[src/rtl/page_layout.sv]
// -----------------------------------------------------------------------------
// page_layout
//
// Maps character-local pen points (x, y, z) onto a page. Each accepted point
// is scaled down by the per-line character count n using three serial
// restoring dividers that share one control counter, then offset by the
// current character cursor. A separate cursor FSM advances the character cell
// on an asynchronous "adv" request. When the page fills, it waits for a
// "contin" request.
//
// Ports
//   clk, rst_n            clock; asynchronous active-low reset
//   n                     characters per line (divisor)
//   pt_valid / pt_ready   input point handshake
//   x, y, z, plus         character-local point and deep-stroke mode
//   out_valid / out_ready output point handshake
//   mx, my, mz            page-global point, held while out_valid is high
//   adv, just, contin     asynchronous advance request, advance suppress,
//                         page-continue request
//   full, busy, err_div   page full, cursor update running, last point had n=0
// -----------------------------------------------------------------------------
module page_layout #(
  parameter int CW        = 10,
  parameter int PW        = 11,
  parameter int NW        = 4,
  parameter int X_EDGE    = 2001,
  parameter int Y_EDGE    = 1501,
  parameter int CELL_FULL = 1000,
  parameter int Z_THR     = 200,
  parameter int Z_PLUS    = 30
) (
  input  logic          clk,
  input  logic          rst_n,
  input  logic [NW-1:0] n,
  input  logic          pt_valid,
  output logic          pt_ready,
  input  logic [CW-1:0] x,
  input  logic [CW-1:0] y,
  input  logic [CW-2:0] z,
  input  logic          plus,
  output logic          out_valid,
  input  logic          out_ready,
  output logic [PW-1:0] mx,
  output logic [PW-1:0] my,
  output logic [CW-2:0] mz,
  input  logic          adv,
  input  logic          just,
  input  logic          contin,
  output logic          full,
  output logic          busy,
  output logic          err_div
);

  localparam int PCW = $clog2(CW + 1);  // point divider counts 0..CW
  localparam int CCW = $clog2(PW);      // size divider counts 0..PW-1

  localparam logic [CW-1:0] ZTHR_C   = CW'(Z_THR);
  localparam logic [CW-1:0] ZPLUS_C  = CW'(Z_PLUS);
  localparam logic [PW-1:0] CELL_C   = PW'(CELL_FULL);
  localparam logic [PW+1:0] XEDGE_C  = (PW+2)'(X_EDGE);
  localparam logic [PW+1:0] YEDGE_C  = (PW+2)'(Y_EDGE);

  typedef enum logic [1:0] {P_IDLE, P_DIV, P_OUT} p_state_t;
  typedef enum logic [2:0] {C_IDLE, C_SIZE, C_MAX, C_STEP, C_WAIT} c_state_t;

  // ---------------------------------------------------------------------------
  // State
  // ---------------------------------------------------------------------------
  p_state_t        p_state_q, p_state_d;
  c_state_t        c_state_q, c_state_d;

  logic [PCW-1:0]  p_cnt_q, p_cnt_d;
  logic [NW-1:0]   n_q, n_d;
  logic [CW-2:0]   z_q, z_d;
  logic            dz_nz_q, dz_nz_d;
  logic [CW-1:0]   dvd_q [3];
  logic [CW-1:0]   dvd_d [3];
  logic [NW-1:0]   rem_q [3];
  logic [NW-1:0]   rem_d [3];
  logic [CW-1:0]   quo_q [3];
  logic [CW-1:0]   quo_d [3];
  logic [PW-1:0]   mx_q, mx_d, my_q, my_d;
  logic [CW-2:0]   mz_q, mz_d;
  logic            err_q, err_d;
  logic            init_q;

  logic            adv_s1_q, adv_s2_q, adv_s3_q;
  logic            cont_s1_q, cont_s2_q, cont_s3_q;

  logic            pend_q, pend_d;
  logic            full_q, full_d;
  logic [PW-1:0]   x_cur_q, x_cur_d;
  logic [PW-1:0]   y_cur_q, y_cur_d;
  logic [PW-1:0]   y_max_q, y_max_d;
  logic [PW-1:0]   size_q, size_d;
  logic [NW-1:0]   c_n_q, c_n_d;
  logic [PW-1:0]   c_dvd_q, c_dvd_d;
  logic [NW-1:0]   c_rem_q, c_rem_d;
  logic [PW-1:0]   c_quo_q, c_quo_d;
  logic [CCW-1:0]  c_cnt_q, c_cnt_d;

  // ---------------------------------------------------------------------------
  // Point divider lanes: 0 = x, 1 = y, 2 = dz. One restoring step each; the
  // remainder always stays below n, so NW bits hold it between steps.
  // ---------------------------------------------------------------------------
  logic [NW:0]     trial    [3];
  logic [NW-1:0]   step_rem [3];
  logic            step_bit [3];

  for (genvar gi = 0; gi < 3; gi++) begin : g_lane
    assign trial[gi]    = {rem_q[gi], dvd_q[gi][CW-1]};
    assign step_bit[gi] = (trial[gi] >= {1'b0, n_q});
    assign step_rem[gi] = step_bit[gi] ? NW'(trial[gi] - {1'b0, n_q})
                                       : trial[gi][NW-1:0];
  end

  // Size divider step.
  logic [NW:0]     c_trial;
  logic            c_bit;
  logic [NW-1:0]   c_step_rem;

  assign c_trial    = {c_rem_q, c_dvd_q[PW-1]};
  assign c_bit      = (c_trial >= {1'b0, c_n_q});
  assign c_step_rem = c_bit ? NW'(c_trial - {1'b0, c_n_q}) : c_trial[NW-1:0];

  // Synchronised rising edges.
  logic adv_ev, cont_ev;
  assign adv_ev  = adv_s2_q & ~adv_s3_q;
  assign cont_ev = cont_s2_q & ~cont_s3_q;

  // pt_ready is held off while an advance is pending. That keeps a point
  // accept and a cursor start from landing on the same edge, so the cursor
  // cannot move underneath a point that is in flight.
  logic accept;
  assign pt_ready  = init_q & (p_state_q == P_IDLE) & (c_state_q == C_IDLE) & ~pend_q;
  assign accept    = pt_valid & pt_ready;
  assign out_valid = (p_state_q == P_OUT);
  assign busy      = (c_state_q != C_IDLE);
  assign full      = full_q;
  assign err_div   = err_q;
  assign mx        = mx_q;
  assign my        = my_q;
  assign mz        = mz_q;

  // ---------------------------------------------------------------------------
  // Point FSM
  // ---------------------------------------------------------------------------
  logic [CW-1:0] z_ext, dz_in;
  logic [CW-1:0] quo_x, quo_y, quo_z, mz_sum;

  always_comb begin
    z_ext = {1'b0, z};
    dz_in = '0;
    if (z_ext > ZTHR_C) begin
      dz_in = plus ? (z_ext - ZTHR_C + ZPLUS_C) : (z_ext - ZTHR_C);
    end

    // With n=0 the restoring steps would produce all ones, so the quotients
    // are forced to zero here.
    quo_x  = (n_q == '0) ? '0 : quo_q[0];
    quo_y  = (n_q == '0) ? '0 : quo_q[1];
    quo_z  = (n_q == '0) ? '0 : quo_q[2];
    mz_sum = quo_z + ZTHR_C;

    p_state_d = p_state_q;
    p_cnt_d   = p_cnt_q;
    n_d       = n_q;
    z_d       = z_q;
    dz_nz_d   = dz_nz_q;
    dvd_d     = dvd_q;
    rem_d     = rem_q;
    quo_d     = quo_q;
    mx_d      = mx_q;
    my_d      = my_q;
    mz_d      = mz_q;
    err_d     = err_q;

    case (p_state_q)
      P_IDLE: begin
        if (accept) begin
          n_d      = n;
          z_d      = z;
          dz_nz_d  = (dz_in != '0);
          dvd_d[0] = x;
          dvd_d[1] = y;
          dvd_d[2] = dz_in;
          for (int i = 0; i < 3; i++) begin
            rem_d[i] = '0;
            quo_d[i] = '0;
          end
          p_cnt_d   = '0;
          err_d     = (n == '0);
          p_state_d = P_DIV;
        end
      end
      P_DIV: begin
        if (p_cnt_q != PCW'(CW)) begin
          for (int i = 0; i < 3; i++) begin
            rem_d[i] = step_rem[i];
            quo_d[i] = {quo_q[i][CW-2:0], step_bit[i]};
            dvd_d[i] = dvd_q[i] << 1;
          end
          p_cnt_d = p_cnt_q + 1'b1;
        end else begin
          // Quotients are complete; register the page point and present it.
          mx_d      = x_cur_q + PW'(quo_x);
          my_d      = y_cur_q + PW'(quo_y);
          mz_d      = dz_nz_q ? mz_sum[CW-2:0] : z_q;
          p_state_d = P_OUT;
        end
      end
      P_OUT: begin
        if (out_ready) begin
          p_state_d = P_IDLE;
        end
      end
      default: p_state_d = P_IDLE;
    endcase
  end

  // ---------------------------------------------------------------------------
  // Cursor FSM
  // ---------------------------------------------------------------------------
  logic [PW+1:0] x_need, y_need;

  always_comb begin
    x_need = {2'b00, x_cur_q} + {1'b0, size_q, 1'b0};
    y_need = {2'b00, y_cur_q} + {1'b0, size_q, 1'b0};

    c_state_d = c_state_q;
    pend_d    = pend_q;
    full_d    = full_q;
    x_cur_d   = x_cur_q;
    y_cur_d   = y_cur_q;
    y_max_d   = y_max_q;
    size_d    = size_q;
    c_n_d     = c_n_q;
    c_dvd_d   = c_dvd_q;
    c_rem_d   = c_rem_q;
    c_quo_d   = c_quo_q;
    c_cnt_d   = c_cnt_q;

    // Only one advance may be queued, and only while the cursor is idle.
    if (adv_ev && !just && !pend_q && (c_state_q == C_IDLE)) begin
      pend_d = 1'b1;
    end

    case (c_state_q)
      C_IDLE: begin
        if (pend_q && (p_state_q == P_IDLE)) begin
          pend_d    = 1'b0;
          c_n_d     = n;
          // Adding n/2 before dividing rounds the cell size to nearest.
          c_dvd_d   = CELL_C + PW'(n >> 1);
          c_rem_d   = '0;
          c_quo_d   = '0;
          c_cnt_d   = '0;
          c_state_d = C_SIZE;
        end
      end
      C_SIZE: begin
        c_rem_d = c_step_rem;
        c_quo_d = {c_quo_q[PW-2:0], c_bit};
        c_dvd_d = c_dvd_q << 1;
        c_cnt_d = c_cnt_q + 1'b1;
        if (c_cnt_q == CCW'(PW - 1)) begin
          size_d    = (c_n_q == '0) ? '0 : {c_quo_q[PW-2:0], c_bit};
          c_state_d = C_MAX;
        end
      end
      C_MAX: begin
        if (size_q > y_max_q) begin
          y_max_d = size_q;
        end
        c_state_d = C_STEP;
      end
      C_STEP: begin
        // Step along the line while two cells still fit; otherwise start a
        // new line; if no line fits either, the page is full.
        if (x_need <= XEDGE_C) begin
          x_cur_d   = x_cur_q + size_q;
          c_state_d = C_IDLE;
        end else if (y_need <= YEDGE_C) begin
          x_cur_d   = '0;
          y_cur_d   = y_cur_q + y_max_q;
          y_max_d   = '0;
          c_state_d = C_IDLE;
        end else begin
          x_cur_d   = '0;
          y_cur_d   = '0;
          y_max_d   = '0;
          full_d    = 1'b1;
          c_state_d = C_WAIT;
        end
      end
      C_WAIT: begin
        if (cont_ev) begin
          full_d    = 1'b0;
          c_state_d = C_IDLE;
        end
      end
      default: c_state_d = C_IDLE;
    endcase
  end

  // ---------------------------------------------------------------------------
  // Registers
  // ---------------------------------------------------------------------------
  always_ff @(posedge clk or negedge rst_n) begin
    if (!rst_n) begin
      p_state_q <= P_IDLE;
      c_state_q <= C_IDLE;
      p_cnt_q   <= '0;
      n_q       <= '0;
      z_q       <= '0;
      dz_nz_q   <= 1'b0;
      for (int i = 0; i < 3; i++) begin
        dvd_q[i] <= '0;
        rem_q[i] <= '0;
        quo_q[i] <= '0;
      end
      mx_q      <= '0;
      my_q      <= '0;
      mz_q      <= '0;
      err_q     <= 1'b0;
      init_q    <= 1'b0;
      adv_s1_q  <= 1'b0;
      adv_s2_q  <= 1'b0;
      adv_s3_q  <= 1'b0;
      cont_s1_q <= 1'b0;
      cont_s2_q <= 1'b0;
      cont_s3_q <= 1'b0;
      pend_q    <= 1'b0;
      full_q    <= 1'b0;
      x_cur_q   <= '0;
      y_cur_q   <= '0;
      y_max_q   <= '0;
      size_q    <= '0;
      c_n_q     <= '0;
      c_dvd_q   <= '0;
      c_rem_q   <= '0;
      c_quo_q   <= '0;
      c_cnt_q   <= '0;
    end else begin
      p_state_q <= p_state_d;
      c_state_q <= c_state_d;
      p_cnt_q   <= p_cnt_d;
      n_q       <= n_d;
      z_q       <= z_d;
      dz_nz_q   <= dz_nz_d;
      dvd_q     <= dvd_d;
      rem_q     <= rem_d;
      quo_q     <= quo_d;
      mx_q      <= mx_d;
      my_q      <= my_d;
      mz_q      <= mz_d;
      err_q     <= err_d;
      // Keeps pt_ready low until the first edge after reset release.
      init_q    <= 1'b1;
      adv_s1_q  <= adv;
      adv_s2_q  <= adv_s1_q;
      adv_s3_q  <= adv_s2_q;
      cont_s1_q <= contin;
      cont_s2_q <= cont_s1_q;
      cont_s3_q <= cont_s2_q;
      pend_q    <= pend_d;
      full_q    <= full_d;
      x_cur_q   <= x_cur_d;
      y_cur_q   <= y_cur_d;
      y_max_q   <= y_max_d;
      size_q    <= size_d;
      c_n_q     <= c_n_d;
      c_dvd_q   <= c_dvd_d;
      c_rem_q   <= c_rem_d;
      c_quo_q   <= c_quo_d;
      c_cnt_q   <= c_cnt_d;
    end
  end

endmodule

[config.mk]
export PLATFORM = sky130hd
export DESIGN_NAME = page_layout
export DESIGN_NICKNAME = d
export VERILOG_FILES = /design/src/rtl/page_layout.sv
export SDC_FILE = /design/constraint.sdc
export NUM_CORES = 1
export LEC_CHECK = 0
export ABC_CLOCK_PERIOD_IN_PS = 5800
export CORE_ASPECT_RATIO = 0.6
export CORE_MARGIN = 4
export CORE_UTILIZATION = 65
export DETAILED_ROUTE_END_ITERATION = 12
export PLACE_DENSITY = 0.93
export SLEW_MARGIN = 20
export SYNTH_ARGS = -nofsm -noshare
export SYNTH_HDL_FRONTEND = slang
export SYNTH_SLANG_ARGS = --single-unit
[constraint.sdc]
create_clock -name clk -period 5.8 [get_ports clk]
set_input_delay 0.58 -clock clk [delete_from_list [all_inputs] [get_ports clk]]
set_output_delay 0.58 -clock clk [all_outputs]
set_load 0.01 [all_outputs]
==> summary.md <==
| Metric | Value |
|---|---|
| Outcome | `completed` |
| Power Dens Cells | `roughly 480 mW/mm2` |
| Post-synthesis async set-or-reset flop share | `1.00` |
| Crit path buf inv count | `1` |
| Pin count of the biggest net entering global routing | `roughly 120` |
| Hold WC Path Type | `input pin to asynchronous set/reset pin` |
| GRT overflow | `0` |
| Clock skew after layout | `about 0.020 ns` |
| Number of nets at the end of the flow | `1546` |
| Number of global-route vias before repair | `9948` |
| Layout cell share with drive strength beyond 1 | `0.0566` |
| Post-Route Setup TNS | `0 ns` |
| Number of inserted diodes | `0` |
| Hold buffer count at cts | `0` |
| Leakage Power | `between 6 and 7 nW` |
| Total Routing Usage GR | `0.285` |
| Startpoint Class | `register` |
| Total of cells resized after clock tree synthesis | `0` |
| Combinational family with the most area after synthesis | `simple AND/OR/NAND/NOR gates` |
| Clock sink count | `212` |
| Clock Path Buffers | `3` |
| Horizontal die dimension | `185 um` |
| Number of maximum-capacitance violations | `0` |
| Number of levels in the clock H-tree | `1` |
| Switching power | `roughly 2.7 mW` |
| Hold WS | `0.158 ns` |
| Mapped cell area | `approximately 0.012 mm2` |
| Largest driver fanout on the critical path | `27` |
| Reg-to-Reg Start | `n_q[0]` |
| RSZ-0062 raised after global routing | `false` |
| Total of flip-flops plus latches after synthesis | `212` |
| Number of routed nets with antenna violations | `0` |
| Relative contribution of sequential cells to total power | `0.371` |
| Clock period minus final worst setup slack | `3.88 ns` |
| CTS tree | `yes` |
| Final Hold Fails | `0` |
| Mean cell area of the mapped netlist | `about 9 um2` |
| Top cell types by occurrence after synthesis | `258 x nand2_1, 212 x dfrtp_1, 111 x o21ai_0, 95 x ha_1` |
| Worst setup EP type | `register` |
| Post-Syn Nets | `1495` |
| Worst voltage drop across the vdd grid | `0.328 mV` |
| Area share of fa/ha/maj cells after synthesis | `0.113` |
| Core region area | `roughly 0.018 mm2` |
| Int Pwr | `between 3 and 4 mW` |
| Portion of total power attributed to combinational logic | `0.434` |
| Wire length of the first global-routing pass | `49.6 mm` |
| P&R area growth vs syn | `12.9%` |
| CTS Buf Count | `21` |
| Source-to-sink clock delay at the later pin of the worst-skew pair | `~0.51 ns` |
| Launching element of the worst setup path | `n_q[0]` |
| XOR/XNOR Fraction of Synth Area | `0.0393` |
| Proportion of synthesized area in mux cells | `0.0110` |
| Number of buffers added on ports | `76` |
| Number of flops mapped to enable cells by yosys | `0` |
| Reg-to-reg endpoint | `my[8]` |
| Top post-synthesis cells by area | `dfrtp_1 43%, ha_1 9.7%, nand2_1 7.9%` |
| Ports placed on the boundary | `slightly below 80` |
| Remaining DRCs | `0` |
| Required time of the critical path | `6.19 ns` |
| Final critical-path share of the clock period | `0.669` |
| Synth Area in Compound Gates | `0.178` |
| Synth Area in Simple Gates | `0.185` |
| Die span in y | `roughly 110 um` |
| Relative slew slack | `0.282` |
| Final Util | `0.757` |
| Cell type with the highest aggregate area in the netlist | `dfrtp_1` |
| WL final | `~30 mm` |
| Number of rows created at floorplan | `38` |
| DR vias/cell | `6.24` |
| Capture point of the critical path | `my[8]` |
| Number of antenna violations at the first check in global routing | `0` |
| Synth top area share | `0.432` |
| R2R setup slack | `1.92 ns` |
| Postcts setup bufs | `0` |
| Arrival time at the worst endpoint | `about 4.3 ns` |
| Number of detailed-route iterations in the first pass | `6` |
| Final weighted congestion in routability-driven placement | `between 0.9 and 1` |
| Post-synthesis instance total | `about 1300` |
| Final number of max-transition violations | `0` |
| Worst path max stage delay | `approximately 0.91 ns` |
| Clock share of power | `0.195` |
| Number of stages on the worst setup path | `13` |
| Count of unique library cells instantiated by Yosys | `roughly 70` |
| Cell breakdown of the critical path | `or4_1, and2_1, ha_1, inv_1, fa_1, nor2b_1, o21ai_0, a21boi_0, o21ai_0, a21boi_0, o21a_1, o21a_1, o31ai_1` |
| Starting DRT DRC Count | `roughly 1100` |
| Maximum clock frequency | `~260 MHz` |
| Total number of vias | `roughly 10000` |
| Clock Tree Root | `clkbuf_16` |
| Slew of the pin with the lowest slew margin | `1.07 ns` |
| Path depth of the worst reg2reg path | `13` |
| Switching Fraction | `0.411` |
| Average wire per standard cell | `between 15 and 20 um` |
| Initial Utilization | `0.670` |
| Path type of the worst setup path | `register to register` |
| Dpl hpwl | `about 21 mm` |
| Total setup violations reported at the end of the flow | `0` |
| Most used flip-flop cell after synthesis | `dfrtp_1` |
| Worst-path clk slew | `about 0.070 ns` |
| Cell family contributing the most delay on the critical path | `compound AO/OA/AOI/OAI gates` |
| Die outline area | `approximately 0.021 mm2` |
| Slowest CP cell | `or4_1` |
| Most common cell in the synthesized netlist | `nand2_1` |
| Sequential element share of the synthesized area | `0.432` |
| Syn. warnings | `0` |
-- state kept, by name, indices dropped and copies added, names as in the netlist, 9 cells and up --
name,cells
y_max_q,11
y_cur_q,11
c_quo_q,10
quo_q,29
rem_q,12
dvd_q,30
mz,9
x_cur_q,11
mx,11
my,11
size_q,11
c_dvd_q,11
z_q,9
-- worst min path at each step --
stage / start / end / slack (ns) / cells past startpoint
2_1_floorplan: rst_n / adv_s1_q / 0.28 / 0
3_3_place_gp: cont_s1_q / cont_s2_q / 0.33 / 0
3_5_place_dp: cont_s1_q / cont_s2_q / 0.34 / 0
4_1_cts: rst_n / x_cur_q[10] / 0.21 / 1
5_1_grt: rst_n / x_cur_q[9] / 0.25 / 1
6_report: rst_n / x_cur_q[10] / 0.16 / 1
-- routing by layer --
| layer | vias up | global-route usage | wire, um |
|---|---|---|---|
| met5 | - | 0 | 0 |
| met4 | 0 | 0.0674 | 549 |
| met3 | 57 | 0.0530 | 2300 |
| met2 | 398 | 0.442 | 13400 |
| met1 | 5034 | 0.423 | 13800 |
| li1 | 4819 | - | - |
-- worst reg2reg max path: stages, from the launching register on --
cell	delay, ns
dfrtp_1	0.44
or4_1	0.91
and2_1	0.33
ha_1	0.20
inv_1	0.08
fa_1	0.20
nor2b_1	0.06
o21ai_0	0.27
a21boi_0	0.19
o21ai_0	0.26
a21boi_0	0.20
o21a_1	0.22
o21a_1	0.17
o31ai_1	0.22
-- cell usage in the layout (no fill, tap or decap), types with 14 or more instances in the layout --
cell type / count
inv_1: 70
o31ai_1: 14
ha_1: 95
xor2_1: 25
clkdlybuf4s50_1: 75
nor3_1: 22
and2_1: 24
a22o_1: 31
a21o_1: 19
nand2_1: 256
nand3_1: 70
a22oi_1: 25
dfrtp_1: 212
a21oi_1: 52
xnor2_1: 30
clkbuf_16: 21
nor2_1: 61
o21ai_0: 110
-- cell type report --
type,count,area [um2]
clock inverter,5,32.5
tap,240,300
fill,1177,4460
sequential,212,5310
timing repair buffer,86,840
multi-input combinational,1009,6500
clock buffer,31,613
inverter,70,263
-- power by group through the flow --
stage	Combinational (mW)	Clock (mW)	Sequential [mW]
floorplan	2.01	0	2.34
global placement	2.64	0	2.44
detailed placement	2.81	0	2.46
CTS	2.85	1.31	2.45
global route	3.23	1.37	2.53
finish	2.88	1.30	2.47
-- metrics by stage --
stage	power, mW	cell area [um2]	instances	worst slack (ns)
3_5_place_dp	5.28	13200	1617	2.05
5_1_grt	7.13	13800	1653	1.55
4_1_cts	6.61	13800	1653	1.98
2_1_floorplan	4.35	12300	1349	2.67
3_3_place_gp	5.08	13200	1617	2.27
6_report	6.65	13800	1653	1.92
-- cell families (layout without fill, tap and decap cells) --
logic type                 Yosys count  count (layout)
AOI/OAI and AO/OA                  333             333
xor gates and xnor gates            55              55
adders and majority gates          105             105
buffers and inverters              128             192
DFF                                212             212
muxes                               13              13
other                                1               1
and+or+nand+nor                    502             502
Note: power is estimated with default switching activity, not from simulation.
